--- src/rtl/serial_rx_pkg.sv ---
// Shared types and helpers for the serial frame receiver.
package serial_rx_pkg;

  typedef enum logic [2:0] {
    StIdle,
    StStart,
    StData,
    StParity,
    StStop
  } rx_state_e;

  localparam int unsigned PARITY_NONE = 0;
  localparam int unsigned PARITY_EVEN = 1;
  localparam int unsigned PARITY_ODD  = 2;

  // data must be zero-extended by the caller so the reduction covers only real bits
  function automatic logic parity_ok(input logic [31:0] data, input logic par_bit,
                                     input int unsigned mode);
    case (mode)
      PARITY_EVEN: return par_bit == (^data);
      PARITY_ODD:  return par_bit == (~^data);
      default:     return 1'b1;
    endcase
  endfunction

endpackage

--- src/rtl/serial_frame_rx_timer.sv ---
// Loadable down-counter; tick marks the cycle on which the loaded interval has elapsed.
module rx_bit_timer #(
  parameter int unsigned MaxCount = 4,
  parameter int unsigned Width    = $clog2(MaxCount + 1)
) (
  input  logic             clk,
  input  logic             rst,
  input  logic             load,
  input  logic [Width-1:0] load_val,
  output logic             tick
);

  logic [Width-1:0] cnt_q;

  always_ff @(posedge clk or posedge rst) begin
    if (rst) begin
      cnt_q <= '0;
    end else if (load) begin
      cnt_q <= load_val;
    end else if (cnt_q != '0) begin
      cnt_q <= cnt_q - Width'(1);
    end
  end

  // Loading N makes tick fire N cycles after the load cycle.
  assign tick = (cnt_q == Width'(1));

endmodule

--- src/rtl/serial_frame_rx.sv ---
// Oversampled serial frame receiver with a one-entry valid/ready output register.
module serial_frame_rx
  import serial_rx_pkg::*;
#(
  parameter int unsigned DATA_LEN     = 7,
  parameter int unsigned PARITY_MODE  = 1,
  parameter int unsigned STOP_LEN     = 1,
  parameter int unsigned CLKS_PER_BIT = 4
) (
  input  logic                clk,
  input  logic                rst,
  input  logic                channel_in,
  output logic [DATA_LEN-1:0] data_out,
  output logic                valid,
  input  logic                ready,
  output logic                parity_err,
  output logic                frame_err,
  output logic                overrun,
  output logic                busy
);

  localparam int unsigned TW = $clog2(CLKS_PER_BIT + 1);
  localparam int unsigned IW = $clog2(DATA_LEN + 1);

  logic                sync_q, sync_d, prev;
  rx_state_e           state;
  logic [IW-1:0]       bit_idx;
  logic                stop_idx;
  logic [DATA_LEN-1:0] shift;
  logic                par_err_r, frm_err_r;
  logic                start_edge, stop_bad;
  logic                tmr_load, tick;
  logic [TW-1:0]       tmr_val;

  always_ff @(posedge clk or posedge rst) begin
    if (rst) begin
      sync_q <= 1'b0;
      sync_d <= 1'b0;
      prev   <= 1'b0;
    end else begin
      sync_q <= channel_in;
      sync_d <= sync_q;
      prev   <= sync_d;
    end
  end

  assign start_edge = ~prev & sync_d;
  assign stop_bad   = frm_err_r | ~sync_d;
  assign busy       = (state != StIdle);

  always_comb begin
    tmr_load = 1'b0;
    tmr_val  = TW'(CLKS_PER_BIT);
    if (state == StIdle) begin
      if (start_edge) begin
        tmr_load = 1'b1;
        tmr_val  = TW'(CLKS_PER_BIT / 2);
      end
    end else if (tick) begin
      tmr_load = 1'b1;
    end
  end

  rx_bit_timer #(
    .MaxCount(CLKS_PER_BIT),
    .Width   (TW)
  ) u_timer (
    .clk     (clk),
    .rst     (rst),
    .load    (tmr_load),
    .load_val(tmr_val),
    .tick    (tick)
  );

  always_ff @(posedge clk or posedge rst) begin
    if (rst) begin
      state      <= StIdle;
      bit_idx    <= '0;
      stop_idx   <= 1'b0;
      shift      <= '0;
      par_err_r  <= 1'b0;
      frm_err_r  <= 1'b0;
      data_out   <= '0;
      valid      <= 1'b0;
      parity_err <= 1'b0;
      frame_err  <= 1'b0;
      overrun    <= 1'b0;
    end else begin
      overrun <= 1'b0;
      if (valid && ready) valid <= 1'b0;
      unique case (state)
        StIdle: begin
          if (start_edge) state <= StStart;
        end
        StStart: begin
          if (tick) begin
            state     <= sync_d ? StData : StIdle;
            bit_idx   <= '0;
            stop_idx  <= 1'b0;
            par_err_r <= 1'b0;
            frm_err_r <= 1'b0;
          end
        end
        StData: begin
          if (tick) begin
            // LSB arrives first, so shift right and let it settle at bit 0.
            shift <= DATA_LEN'({sync_d, shift} >> 1);
            if (bit_idx == IW'(DATA_LEN - 1)) begin
              bit_idx <= '0;
              state   <= (PARITY_MODE == PARITY_NONE) ? StStop : StParity;
            end else begin
              bit_idx <= bit_idx + IW'(1);
            end
          end
        end
        StParity: begin
          if (tick) begin
            par_err_r <= ~parity_ok(32'(shift), sync_d, PARITY_MODE);
            state     <= StStop;
          end
        end
        StStop: begin
          if (tick) begin
            if (stop_idx == 1'(STOP_LEN - 1)) begin
              if (!valid || ready) begin
                data_out   <= shift;
                parity_err <= par_err_r;
                frame_err  <= stop_bad;
                valid      <= 1'b1;
              end else begin
                overrun <= 1'b1;
              end
              stop_idx  <= 1'b0;
              frm_err_r <= 1'b0;
              state     <= StIdle;
            end else begin
              stop_idx  <= 1'b1;
              frm_err_r <= stop_bad;
            end
          end
        end
        default: state <= StIdle;
      endcase
    end
  end

endmodule

--- config.mk ---
export PLATFORM = sky130hd
export DESIGN_NAME = serial_frame_rx
export DESIGN_NICKNAME = d
export VERILOG_FILES = /design/src/rtl/serial_rx_pkg.sv /design/src/rtl/serial_frame_rx_timer.sv /design/src/rtl/serial_frame_rx.sv
export SDC_FILE = /design/constraint.sdc
export NUM_CORES = 1
export LEC_CHECK = 0
export BUFFER_PORTS_ARGS = -buffer_cell sky130_fd_sc_hd__buf_2
export CORE_MARGIN = 2
export CORE_UTILIZATION = 35
export DETAILED_ROUTE_END_ITERATION = 16
export GPL_ROUTABILITY_DRIVEN = 0
export HOLD_SLACK_MARGIN = 0.1
export PLACE_DENSITY = 0.56
export RECOVER_POWER = 50
export SLEW_MARGIN = 10
export SYNTH_ARGS = -nofsm -noshare
export SYNTH_HDL_FRONTEND = slang
export SYNTH_HIERARCHICAL = 1
export SYNTH_SLANG_ARGS = --single-unit
export TNS_END_PERCENT = 50
--- constraint.sdc ---
create_clock -name clk -period 2.3 [get_ports clk]
set_clock_uncertainty 0.2 [all_clocks]
set_input_delay 0.345 -clock clk [delete_from_list [all_inputs] [get_ports clk]]
set_output_delay 0.345 -clock clk [all_outputs]
set_load 0.01 [all_outputs]
==> impl_results.rst, run 1 <==
.. list-table::
   :header-rows: 1

   * - Metric
     - Value
   * - Number of post-CTS setup repair buffers
     - 0
   * - Count of final hold-check violations
     - 0
   * - Async set-reset flop share out of synthesis
     - 100%
   * - Number of antenna cells inserted
     - 0
   * - Instance count of the mapped netlist
     - 129
   * - Clock root buffer
     - clkbuf_8
   * - Full die area
     - 4750 µm²
   * - Cell Int Power
     - 1.17 mW
   * - Crit Path Class
     - flip-flop to flip-flop
   * - Clock period minus worst slack
     - 1930 ps
   * - Wirelength, routed
     - 2.47 mm
   * - Maximum Capacitance Violations
     - 0
   * - Final clock period utilization by the worst path
     - 84.1%
   * - Number of nets in the finished design
     - 161
   * - Required time of the worst setup path
     - 2260 ps
   * - Fin util
     - 43.3%
   * - Cts bufs inserted
     - 5
   * - Global router's overall resource usage
     - 12.6%
   * - Most used DFF post-synth
     - dfrtp_1
   * - Horizontal extent of the die
     - 68.9 µm
   * - CP max-delay cell
     - dfrtp_1
   * - Detailed-route wire length per cell
     - 12.0 µm
   * - Post-Place Worst Slack
     - 356 ps
   * - IO Pins
     - 16
   * - Remaining design rule violation count
     - 0
   * - Clock share of power
     - 27.0%
   * - Clock Path Buffers
     - 2
   * - Clock-pin slew of the registers on the worst-case setup and hold paths
     - 70 ps
   * - First-pass DRT Iterations
     - 4
   * - Number of antenna violations at the first check in global routing
     - 0
   * - Total negative slack for setup checks
     - 0 ps
   * - Skew-Pair Late Insertion Delay
     - 280 ps
   * - Yosys cell types
     - 34
   * - Critical path endpoint category
     - flip-flop
   * - Final setup slack of the worst path
     - 366 ps
   * - Sequential area share after synthesis
     - 52.6%
   * - Number of H-tree levels
     - 2
   * - Post-synthesis average cell area
     - 11.4 µm²
   * - Slew at the pin closest to its max-slew limit
     - 680 ps
   * - Initial Utilization
     - 36.6%
   * - Worst-path fanout max
     - 7
   * - CP bufs+invs
     - 1
   * - Largest net degree at the start of global routing
     - 29
   * - Path class of the lowest-slack min-delay path
     - flip-flop to flip-flop
   * - Power per Cell Area
     - 1000 nW/µm²
   * - Antenna violation net count after detailed routing
     - 0
   * - Layout cell share with drive strength beyond 1
     - 29.0%
   * - CORE AREA
     - 4030 µm²
   * - Post-synthesis to final-layout area growth
     - 18.2%
   * - Share of power burned in combinational logic
     - 30.9%
   * - Post-synth design cell area
     - 1480 µm²
   * - Max frequency
     - 0.517 GHz
   * - Outcome
     - finished, final reports clean
   * - Cell family contributing the most delay on the critical path
     - simple AND/OR/NAND/NOR gates
   * - Net Switching
     - 0.584 mW
   * - Post-synth EDFFs
     - 0
   * - Leakage
     - 0.812 nW
   * - Critical-path cell list
     - inv_1 -> ha_1 -> nor2b_1 -> nand2_2 -> nor3_4 -> mux2_2
   * - Max Transition Viols Final
     - 0
   * - Number of cell rows
     - 23
   * - Total number of vias
     - 973
   * - Nets in the synthesized netlist
     - 136
   * - Crit path launch type
     - flip-flop
   * - Remaining global-route overflow
     - 0
   * - Vias in the first global route
     - 977
   * - Y dimension of the die
     - 68.9 µm
   * - Maximum vdd ir drop
     - 0.000400 V
   * - Hold WS
     - 153 ps
   * - Max incr delay on CP
     - 390 ps
   * - Synth Warn #
     - 6
   * - HPWL reported at the end of detailed placement
     - 1.79 mm
   * - Setup repair after global routing missed its margin
     - false
   * - Drt via density
     - 4.75
   * - FF+latch count, synth
     - 31
   * - Initial drt markers
     - 46
   * - Final-report setup violation count
     - 0
   * - Sequential Power Share
     - 42.1%
   * - Clock tree from TritonCTS
     - built
   * - Clk sink count
     - 31
   * - Worst path arrival time
     - 1900 ps
   * - Wire length of the first global-routing pass
     - 4.40 mm
   * - Port Buffer Count
     - 15
   * - Switching fraction of total power
     - 33.3%
   * - Worst slew margin
     - 54.7%
[kinds of logic after synthesis]
group,synth area share [%]
mux,11.5
flops,52.6
xor+xnor,4.16
other cells,0.254
fa+ha+maj,2.54
simple gates,17.5
buf+inv,3.90
compound gates,7.63
[worst paths after layout]
path | cells past startpoint | from | endpoint | slack [ps]
setup / recovery | 6 | u_timer/cnt_q[1] | shift[6] | 370
hold / removal | 0 | sync_q | sync_d | 150
setup reg to reg | 6 | u_timer/cnt_q[1] | shift[6] | 370
hold reg to reg | 0 | sync_q | sync_d | 150
max in group asynchronous | 4 | rst | prev | 870
min in group asynchronous | 3 | rst | u_timer/cnt_q[2] | 270
[synth_stat cells (all sizes together), types with 2 or more instances]
| library cell | number | area share (%) |
|---|---|---|
| dfrtp | 31 | 53 |
| nand2 | 12 | 3.2 |
| nor2b | 5 | 2.1 |
| o21ai | 8 | 2.7 |
| mux2 | 15 | 11 |
| ha | 3 | 2.5 |
| nor2 | 6 | 1.9 |
| buf | 3 | 1.4 |
| nor4b | 2 | 1.2 |
| nand4 | 2 | 1.9 |
| xnor2 | 7 | 4.2 |
| a21oi | 5 | 1.7 |
| nand3 | 2 | 0.68 |
| inv | 9 | 2.3 |
| nand2b | 4 | 1.7 |
[sequential cells by signal, indices dropped and copies added (netlist names)]
signal / cells
frame_err: 1
shift: 7
sync_q: 1
parity_err: 1
prev: 1
sync_d: 1
valid: 1
par_err_r: 1
u_timer/cnt_q: 3
state: 3
bit_idx: 3
overrun: 1
data_out: 7
[metrics by stage]
stage	cells	total power, mW	instance area [µm²]
floorplan	129	1.16	1480
global placement	195	1.27	1630
detailed placement	195	1.30	1630
CTS	205	1.78	1750
global route	205	1.91	1740
finish	205	1.75	1740
[area by class of cell]
cell class | instances | area (µm²)
Fill cell | 406 | 2290
Sequential cell | 31 | 776
Multi-Input combinational cell | 85 | 642
Timing Repair Buffer | 22 | 125
Clock buffer | 7 | 96.3
Tap cell | 50 | 62.6
Inverter | 9 | 33.8
Clock inverter | 1 | 7.51
[cells in the final DEF, fill, tap and decap left out, types with 2 or more instances in the layout]
master and instances:
a21oi_1 5, o21ai_0 8, dlygate4sd3_1 2, buf_2 11, nor2b_1 5, mux2_2 15
nand2b_1 4, clkbuf_8 7, nand3_1 2, clkbuf_1 4, nand2_1 11, xnor2_1 7
nor4b_1 2, inv_1 9, nor2_2 2, dfrtp_1 31, nor2_1 4, ha_1 3
buf_4 4
[routing by layer]
layer / share of wire, % / global-route usage, % / up-vias
met1: 49 / 16.8 / 468
met4: 1.2 / 4.41 / 0
li1: - / - / 488
met5: 0 / 0 / -
met3: 3.4 / 3.90 / 3
met2: 46 / 19.5 / 14
[timing repair]
action	CTS	global route
hold endpoints to repair	32	0
resized for setup	0	0
hold buffers	2	0
[power by group through the flow]
stage | logic [mW] | registers (mW) | clock network, mW
CTS | 0.552 | 0.738 | 0.493
global route | 0.625 | 0.756 | 0.525
detailed placement | 0.548 | 0.748 | 0
floorplan | 0.425 | 0.735 | 0
global placement | 0.531 | 0.742 | 0
finish | 0.541 | 0.737 | 0.473
No activity file was read; power rests on OpenSTA's default activity.
==> run 2, diff against run 1 <==
--- a/config.mk
+++ b/config.mk
@@ -5,6 +5,7 @@
 export SDC_FILE = /design/constraint.sdc
 export NUM_CORES = 1
 export LEC_CHECK = 0
+export ABC_AREA = 1
 export BUFFER_PORTS_ARGS = -buffer_cell sky130_fd_sc_hd__buf_2
 export CORE_MARGIN = 2
 export CORE_UTILIZATION = 35
==> constraint.sdc (replaced) <==
create_clock -name clk -period 1.95 [get_ports clk]
set_clock_uncertainty 0.2 [all_clocks]
set_input_delay 0.2925 -clock clk [delete_from_list [all_inputs] [get_ports clk]]
set_output_delay 0.2925 -clock clk [all_outputs]
set_load 0.01 [all_outputs]
==> run 2 against run 1 <==
  * Setup slack lost 200 ps
  * First-iteration DRC count grew 41%
  * Fmax grew 8.4%
  * Wire length grew 13%
  * Final cell count grew 34%
  * Non-clock buffer count grew 3
  * Sequential power grew 30%
  * Critical path depth grew 4
  * Clock power grew 5.3%
  * Die area grew 8.3%
  * Largest power group is now combinational logic
==> impl_results.rst, run 2 <==
.. list-table::
   :header-rows: 1

   * - Metric
     - Value
   * - Remaining global-route overflow
     - 0 (unchanged)
   * - Clock period minus worst slack
     - 1780 ps (was 1930 ps)
   * - CP max-delay cell
     - dfrtp_1 (unchanged)
   * - Number of antenna cells inserted
     - 0 (unchanged)
   * - Y dimension of the die
     - 71.7 µm (was 68.9 µm)
   * - Post-synthesis average cell area
     - 8.32 µm² (was 11.4 µm²)
   * - Clock-pin slew of the registers on the worst-case setup and hold paths
     - 60 ps (was 70 ps)
   * - Final clock period utilization by the worst path
     - 91.5% (was 84.1%)
   * - Maximum vdd ir drop
     - 0.000411 V (was 0.000400 V)
   * - Most common library cell in the layout ignoring fill and taps
     - nand2_1 (was dfrtp_1)
   * - FF+latch count, synth
     - 31 (unchanged)
   * - Wire length of the first global-routing pass
     - 5.15 mm (was 4.40 mm)
   * - Leakage
     - 0.965 nW (was 0.812 nW)
   * - Detailed-route wire length per cell
     - 10.1 µm (was 12.0 µm)
   * - Critical Path Most Common Cell
     - inv_1
   * - Sequential cell area
     - 776 µm² (unchanged)
   * - Skew-Pair Late Insertion Delay
     - 280 ps (about the same)
   * - Global router's overall resource usage
     - 13.0% (was 12.6%)
   * - Startpoint of the worst register-to-register path
     - u_timer/cnt_q[1] (unchanged)
   * - Startpoint of the lowest-slack hold path
     - ready (was sync_q)
   * - Top cells by count, synth
     - nand2_1, dfrtp_1, inv_1, o21ai_2, nor2_1 (was dfrtp_1, mux2_2, nand2_1, inv_1, o21ai_0)
   * - Count of final hold-check violations
     - 0 (unchanged)
   * - Maximum Capacitance Violations
     - 0 (unchanged)
   * - Worst slew margin
     - 52.1% (was 54.7%)
   * - CORE AREA
     - 4380 µm² (was 4030 µm²)
   * - Depth of the worst register-to-register path
     - 10 (was 6)
   * - Layout cell share with drive strength beyond 1
     - 23.8% (was 29.0%)
   * - IO Pins
     - 16 (unchanged)
   * - Setup repair after global routing missed its margin
     - false (unchanged)
   * - Final Cell Area
     - 1890 µm² (was 1740 µm²)
   * - Power, Total
     - 2.68 mW (was 1.75 mW)
   * - Number of post-CTS setup repair buffers
     - 0 (unchanged)
   * - Port Buffer Count
     - 15 (unchanged)
   * - Hold-critical path depth
     - 4 (was 0)
   * - Path class of the lowest-slack min-delay path
     - input pin to flip-flop (was flip-flop to flip-flop)
   * - Total negative slack for setup checks
     - 0 ps (unchanged)
   * - Clock tree from TritonCTS
     - built (unchanged)
   * - Worst-path fanout max
     - 4 (was 7)
   * - Power per Cell Area
     - 1420 nW/µm² (was 1000 nW/µm²)
   * - HPWL reported at the end of detailed placement
     - 2.10 mm (was 1.79 mm)
   * - Cts bufs inserted
     - 5 (unchanged)
   * - Max incr delay on CP
     - 380 ps (was 390 ps)
   * - Max Transition Viols Final
     - 0 (unchanged)
   * - First-pass DRT Iterations
     - 4 (unchanged)
   * - Number of nets in the finished design
     - 230 (was 161)
   * - Total number of vias
     - 1222 (was 973)
   * - Most used DFF post-synth
     - dfrtp_1 (unchanged)
   * - Max frequency
     - 0.561 GHz (was 0.517 GHz)
   * - Async set-reset flop share out of synthesis
     - 100% (unchanged)
   * - Worst Hold Path EP
     - overrun (was sync_d)
   * - Most frequent cells in the layout
     - nand2_1, dfrtp_1, inv_1 (was dfrtp_1, mux2_2, nand2_1, buf_2, inv_1)
   * - Antenna violation net count after detailed routing
     - 0 (unchanged)
   * - Instance area after placement
     - 1780 µm² (was 1630 µm²)
   * - Instance count of the mapped netlist
     - 193 (was 129)
   * - Clock root buffer
     - clkbuf_8 (unchanged)
   * - Sequential area share after synthesis
     - 48.3% (was 52.6%)
   * - Post-synth EDFFs
     - 0 (unchanged)
   * - Wirelength, routed
     - 2.78 mm (was 2.47 mm)
   * - Biggest registers after layout
     - data_out: 7 flops, shift: 7 flops (unchanged)
   * - Crit Path Class
     - flip-flop to flip-flop (unchanged)
   * - Fill cells
     - 461 (was 406)
   * - Cell types occupying the most area after synthesis
     - dfrtp_1, nand2_1, o21ai_2, inv_1, nand3_1 (was dfrtp_1, mux2_2, xnor2_1, nand2_1, o21ai_0)
   * - Critical-path cell list
     - inv_1 -> ha_1 -> inv_1 -> nor2_1 -> inv_1 -> buf_4 -> o21ai_1 -> nand2_1 -> nor2_1 -> a21oi_1 (was inv_1 -> ha_1 -> nor2b_1 -> nand2_2 -> nor3_4 -> mux2_2)
   * - Nets in the synthesized netlist
     - 200 (was 136)
   * - Worst path arrival time
     - 1750 ps (was 1900 ps)
   * - Vias in the first global route
     - 1165 (was 977)
   * - Number of H-tree levels
     - 2 (unchanged)
   * - Remaining design rule violation count
     - 0 (unchanged)
   * - Synth Warn #
     - 6 (unchanged)
   * - Horizontal extent of the die
     - 71.7 µm (was 68.9 µm)
   * - Clk sink count
     - 31 (unchanged)
   * - End of the worst register-to-register path
     - state[1] (was shift[6])
   * - Post-synth design cell area
     - 1610 µm² (was 1480 µm²)
   * - Drt via density
     - 4.44 (was 4.75)
   * - Critical path endpoint category
     - flip-flop (unchanged)
   * - Initial drt markers
     - 65 (was 46)
   * - Area taken by multi-input logic gates
     - 703 µm² (was 642 µm²)
   * - Yosys cell types
     - 26 (was 34)
   * - Crit path launch type
     - flip-flop (unchanged)
   * - Post-synthesis to final-layout area growth
     - 17.8% (was 18.2%)
   * - Post-Place Worst Slack
     - 130 ps (was 356 ps)
   * - Slew at the pin closest to its max-slew limit
     - 718 ps (was 680 ps)
   * - Largest net degree at the start of global routing
     - 29 (unchanged)
   * - Clock Path Buffers
     - 2 (unchanged)
   * - Full die area
     - 5140 µm² (was 4750 µm²)
   * - Initial Utilization
     - 36.6% (about the same)
   * - Required time of the worst setup path
     - 1910 ps (was 2260 ps)
   * - Outcome
     - finished, final reports clean (unchanged)
   * - Final-report setup violation count
     - 0 (unchanged)
   * - Count leader, synth
     - nand2_1 (was dfrtp_1)
   * - Area share of the largest cell type after synthesis
     - 48.3% (was 52.6%)
   * - Number of antenna violations at the first check in global routing
     - 0 (unchanged)
   * - Hold WS
     - 139 ps (was 153 ps)
   * - Final setup slack of the worst path
     - 166 ps (was 366 ps)
   * - Largest area contributor in the netlist
     - dfrtp_1 (unchanged)
   * - Setup slack on the worst flop-to-flop path
     - 170 ps (was 370 ps)
   * - Number of cell rows
     - 24 (was 23)
[run 2: per-stage QoR]
step           instances  util, %
2_1_floorplan        193        -
3_3_place_gp         266     40.7
3_5_place_dp         266     40.7
4_1_cts              275     43.1
5_1_grt              275     43.2
6_report             275     43.2
[run 2: cells by family (layout without fill, tap and decap cells)]
logic type	Yosys count	count (layout)	synth area share [%]
simple gates	94	94	26.0
buf+inv	32	62	8.42
compound gates	31	31	13.7
flops	31	31	48.3
fa+ha+maj	3	3	2.34
other cells	1	1	0.234
mux	1	1	0.935
[run 2: what timing repair did]
action | 4_1_cts | 5_1_grt
resized for setup | 0 | 2
hold endpoints to repair | 32 | 0
hold buffers | 2 | 0
setup endpoints to repair | 0 | 3
[run 2: where the power goes]
| part | internal [mW] | leakage [nW] | switching (mW) | total, mW |
|---|---|---|---|---|
| logic | 0.464 | 0.509 | 0.766 | 1.23 |
| registers | 0.819 | 0.409 | 0.137 | 0.957 |
| clock network | 0.276 | 0.0470 | 0.221 | 0.498 |
[run 2: worst max-delay path, delay by kind of cell (launching register included)]
| family | cells | cell delay [ps] |
|---|---|---|
| simple gates | 3 | 350 |
| flops | 1 | 380 |
| compound gates | 2 | 220 |
| buf+inv | 4 | 380 |
| fa+ha+maj | 1 | 140 |
[run 2: final cells by class]
| cell class | count | share of cell area, % |
|---|---|---|
| Tap cell | 52 | 3.44 |
| Clock buffer | 6 | 4.37 |
| Clock inverter | 1 | 0.265 |
| Timing Repair Buffer | 25 | 7.80 |
| Inverter | 30 | 5.95 |
| Multi-Input combinational cell | 130 | 37.2 |
| Sequential cell | 31 | 41.0 |
[run 2: worst max-delay path by stage]
stage | from | end | slack (ps) | depth (start not counted)
finish | u_timer/cnt_q[1] | state[1] | 170 | 10
global route | u_timer/cnt_q[1] | state[0] | 50 | 10
CTS | u_timer/cnt_q[1] | u_timer/cnt_q[1] | 120 | 9
detailed placement | u_timer/cnt_q[1] | u_timer/cnt_q[1] | 130 | 9
global placement | u_timer/cnt_q[1] | bit_idx[1] | 120 | 9
floorplan | u_timer/cnt_q[1] | u_timer/cnt_q[1] | 30 | 9
[run 2: per-layer routing]
layer	track usage, %	vias to the layer above	routed length, µm
met1	17.6	535	1440
met3	2.95	5	80
met5	0	-	0
li1	-	666	-
met2	19.0	16	1200
met4	7.55	0	64
==> run 3, diff against run 2 <==
--- a/config.mk
+++ b/config.mk
@@ -14,6 +14,7 @@
 export HOLD_SLACK_MARGIN = 0.1
 export PLACE_DENSITY = 0.56
 export RECOVER_POWER = 50
+export REMOVE_ABC_BUFFERS = 1
 export SLEW_MARGIN = 10
 export SYNTH_ARGS = -nofsm -noshare
 export SYNTH_HDL_FRONTEND = slang
==> run 3 against run 2 <==
  * Total power rose by 11%
  * Core utilization up 1.3 points
  * Final cell count increased by 0.73%
  * Global-route usage is 0.60 points higher
  * Sequential power increased by 2%
  * Critical path type unchanged
  * Fmax is 1.4% higher
  * Clock-buffer cell count did not move
==> impl_results.rst, run 3 (synthesis results as in run 2) <==
.. list-table::
   :header-rows: 1

   * - Metric
     - Value
   * - Outcome
     - finished, final reports clean (unchanged)
   * - Number of H-tree levels
     - 2 (unchanged)
   * - Wirelength, routed
     - 2.93 mm (was 2.78 mm)
   * - Drt via density
     - 4.52 (was 4.44)
   * - Path class of the lowest-slack min-delay path
     - input pin to flip-flop (unchanged)
   * - Final clock period utilization by the worst path
     - 90.2% (was 91.5%)
   * - Initial drt markers
     - 74 (was 65)
   * - Fin util
     - 44.4% (was 43.2%)
   * - Cts bufs inserted
     - 5 (unchanged)
   * - Number of antenna cells inserted
     - 0 (unchanged)
   * - Power per Cell Area
     - 1530 nW/µm² (was 1420 nW/µm²)
   * - Clock-pin slew of the registers on the worst-case setup and hold paths
     - 70 ps (was 60 ps)
   * - Skew-Pair Late Insertion Delay
     - 290 ps (was 280 ps)
   * - Largest net degree at the start of global routing
     - 29 (unchanged)
   * - Clock period minus worst slack
     - 1760 ps (was 1780 ps)
   * - Crit path launch type
     - flip-flop (unchanged)
   * - Leakage
     - 0.978 nW (was 0.965 nW)
   * - Crit Path Class
     - flip-flop to flip-flop (unchanged)
   * - Most frequent cells in the layout
     - nand2_1, dfrtp_1, inv_1 (unchanged)
   * - Slew at the pin closest to its max-slew limit
     - 715 ps (was 718 ps)
   * - Vias in the first global route
     - 1206 (was 1165)
   * - Instance area after placement
     - 1780 µm² (unchanged)
   * - Setup repair after global routing missed its margin
     - false (unchanged)
   * - Wire length of the first global-routing pass
     - 5.30 mm (was 5.15 mm)
   * - First-pass DRT Iterations
     - 4 (unchanged)
   * - Maximum vdd ir drop
     - 0.000580 V (was 0.000411 V)
   * - Detailed-route wire length per cell
     - 10.6 µm (was 10.1 µm)
   * - Worst-path fanout max
     - 8 (was 4)
   * - Count of final hold-check violations
     - 0 (unchanged)
   * - Post-synthesis to final-layout area growth
     - 21.3% (was 17.8%)
   * - Layout cell share with drive strength beyond 1
     - 25.3% (was 23.8%)
   * - Max Transition Viols Final
     - 0 (unchanged)
   * - Biggest registers after layout
     - data_out: 7 flops, shift: 7 flops (unchanged)
   * - Most common library cell in the layout ignoring fill and taps
     - nand2_1 (unchanged)
   * - Worst slew margin
     - 52.3% (was 52.1%)
   * - Total number of vias
     - 1253 (was 1222)
   * - Clk sink count
     - 31 (unchanged)
   * - Antenna violation net count after detailed routing
     - 0 (unchanged)
   * - Horizontal extent of the die
     - 71.7 µm (unchanged)
   * - Number of cell rows
     - 24 (unchanged)
   * - Remaining global-route overflow
     - 0 (unchanged)
   * - IO Pins
     - 16 (unchanged)
   * - CORE AREA
     - 4380 µm² (unchanged)
   * - Clock root buffer
     - clkbuf_8 (unchanged)
   * - Initial Utilization
     - 36.6% (unchanged)
   * - Worst path arrival time
     - 1780 ps (was 1750 ps)
   * - Global router's overall resource usage
     - 13.6% (was 13.0%)
   * - Port Buffer Count
     - 15 (unchanged)
   * - Critical path endpoint category
     - flip-flop (unchanged)
   * - Full die area
     - 5140 µm² (unchanged)
   * - Final Cell Area
     - 1950 µm² (was 1890 µm²)
   * - Y dimension of the die
     - 71.7 µm (unchanged)
   * - Remaining design rule violation count
     - 0 (unchanged)
   * - Fill cells
     - 427 (was 461)
   * - Number of antenna violations at the first check in global routing
     - 0 (unchanged)
   * - Max frequency
     - 0.568 GHz (was 0.561 GHz)
   * - Clock Path Buffers
     - 2 (unchanged)
   * - Clock tree from TritonCTS
     - built (unchanged)
   * - Required time of the worst setup path
     - 1980 ps (was 1910 ps)
   * - Number of nets in the finished design
     - 231 (was 230)
   * - Final-report setup violation count
     - 0 (unchanged)
   * - Maximum Capacitance Violations
     - 0 (unchanged)
   * - HPWL reported at the end of detailed placement
     - 2.07 mm (was 2.10 mm)
[run 3: cell types whose count changed in the layout (fill, tap and decap cells not counted), sizes merged]
cell,delta
bufinv,+2
buf,+1
clkinv,-1
[run 3: cell type report]
cell class              count  area, µm²  share of cell area [%]
clock buffers               6       72.6                    3.73
clock inverters             2       60.1                    3.08
inverters                  30        113                    5.78
multi-input cells         130        708                    36.4
flip-flops and latches     31        776                    39.8
well taps                  52       65.1                    3.34
repair buffers             26        153                    7.84
[run 3: worst paths after layout]
path,from,end,slack [ps],cells past startpoint
worst max-delay path,state[0],u_timer/cnt_q[0],190,11
worst min-delay path,ready,overrun,130,4
worst max register to register,state[0],u_timer/cnt_q[0],190,11
worst min register to register,sync_q,sync_d,140,0
max in group asynchronous,rst,bit_idx[1],550,4
min in group asynchronous,rst,u_timer/cnt_q[2],210,3
[run 3: metrics by stage]
| step | total power [mW] | setup WS, ps | setup TNS (ps) | cells | hold slack (ps) |
|---|---|---|---|---|---|
| after detailed placement | 2.18 | 198 | 0 | 266 | -22.3 |
| final | 2.97 | 191 | 0 | 277 | 129 |
| after floorplan | 1.87 | -134 | -273 | 191 | -154 |
| after global placement | 2.16 | 187 | 0 | 266 | -22.7 |
| after CTS | 2.96 | 123 | 0 | 276 | 130 |
| after global routing | 3.25 | 4.61 | 0 | 277 | 157 |
[run 3: worst max-delay path, stage by stage, from the launching register on]
cell and delay (ps):
dfrtp_1 390, nor2_2 120, inv_2 70, nor2_4 90
inv_1 60, nor3_2 180, inv_1 70, o21ai_1 80
buf_4 170, nand3b_1 130, nand2_1 60, nand2_1 60
[run 3: what timing repair did]
item / 4_1_cts / 5_1_grt
hold buffers: 2 / 0
setup buffers: 0 / 1
endpoints found under the setup margin: 0 / 2
endpoints found under the hold margin: 32 / 0
gates resized for setup: 0 / 7
[run 3: routing by layer]
metal  global-route usage, %  vias to the layer above  share of wire (%)
met4                    7.55                        0                2.4
met2                    20.4                       23                 43
met3                    4.64                        6                4.6
met1                    17.2                      558                 50
li1                        -                      666                  -
met5                       0                        -                  0
[run 3: power breakdown]
part	internal, mW	leakage [nW]	total, mW	switching (mW)
clock network	0.511	0.0654	0.758	0.248
logic	0.473	0.504	1.24	0.769
registers	0.819	0.409	0.972	0.154
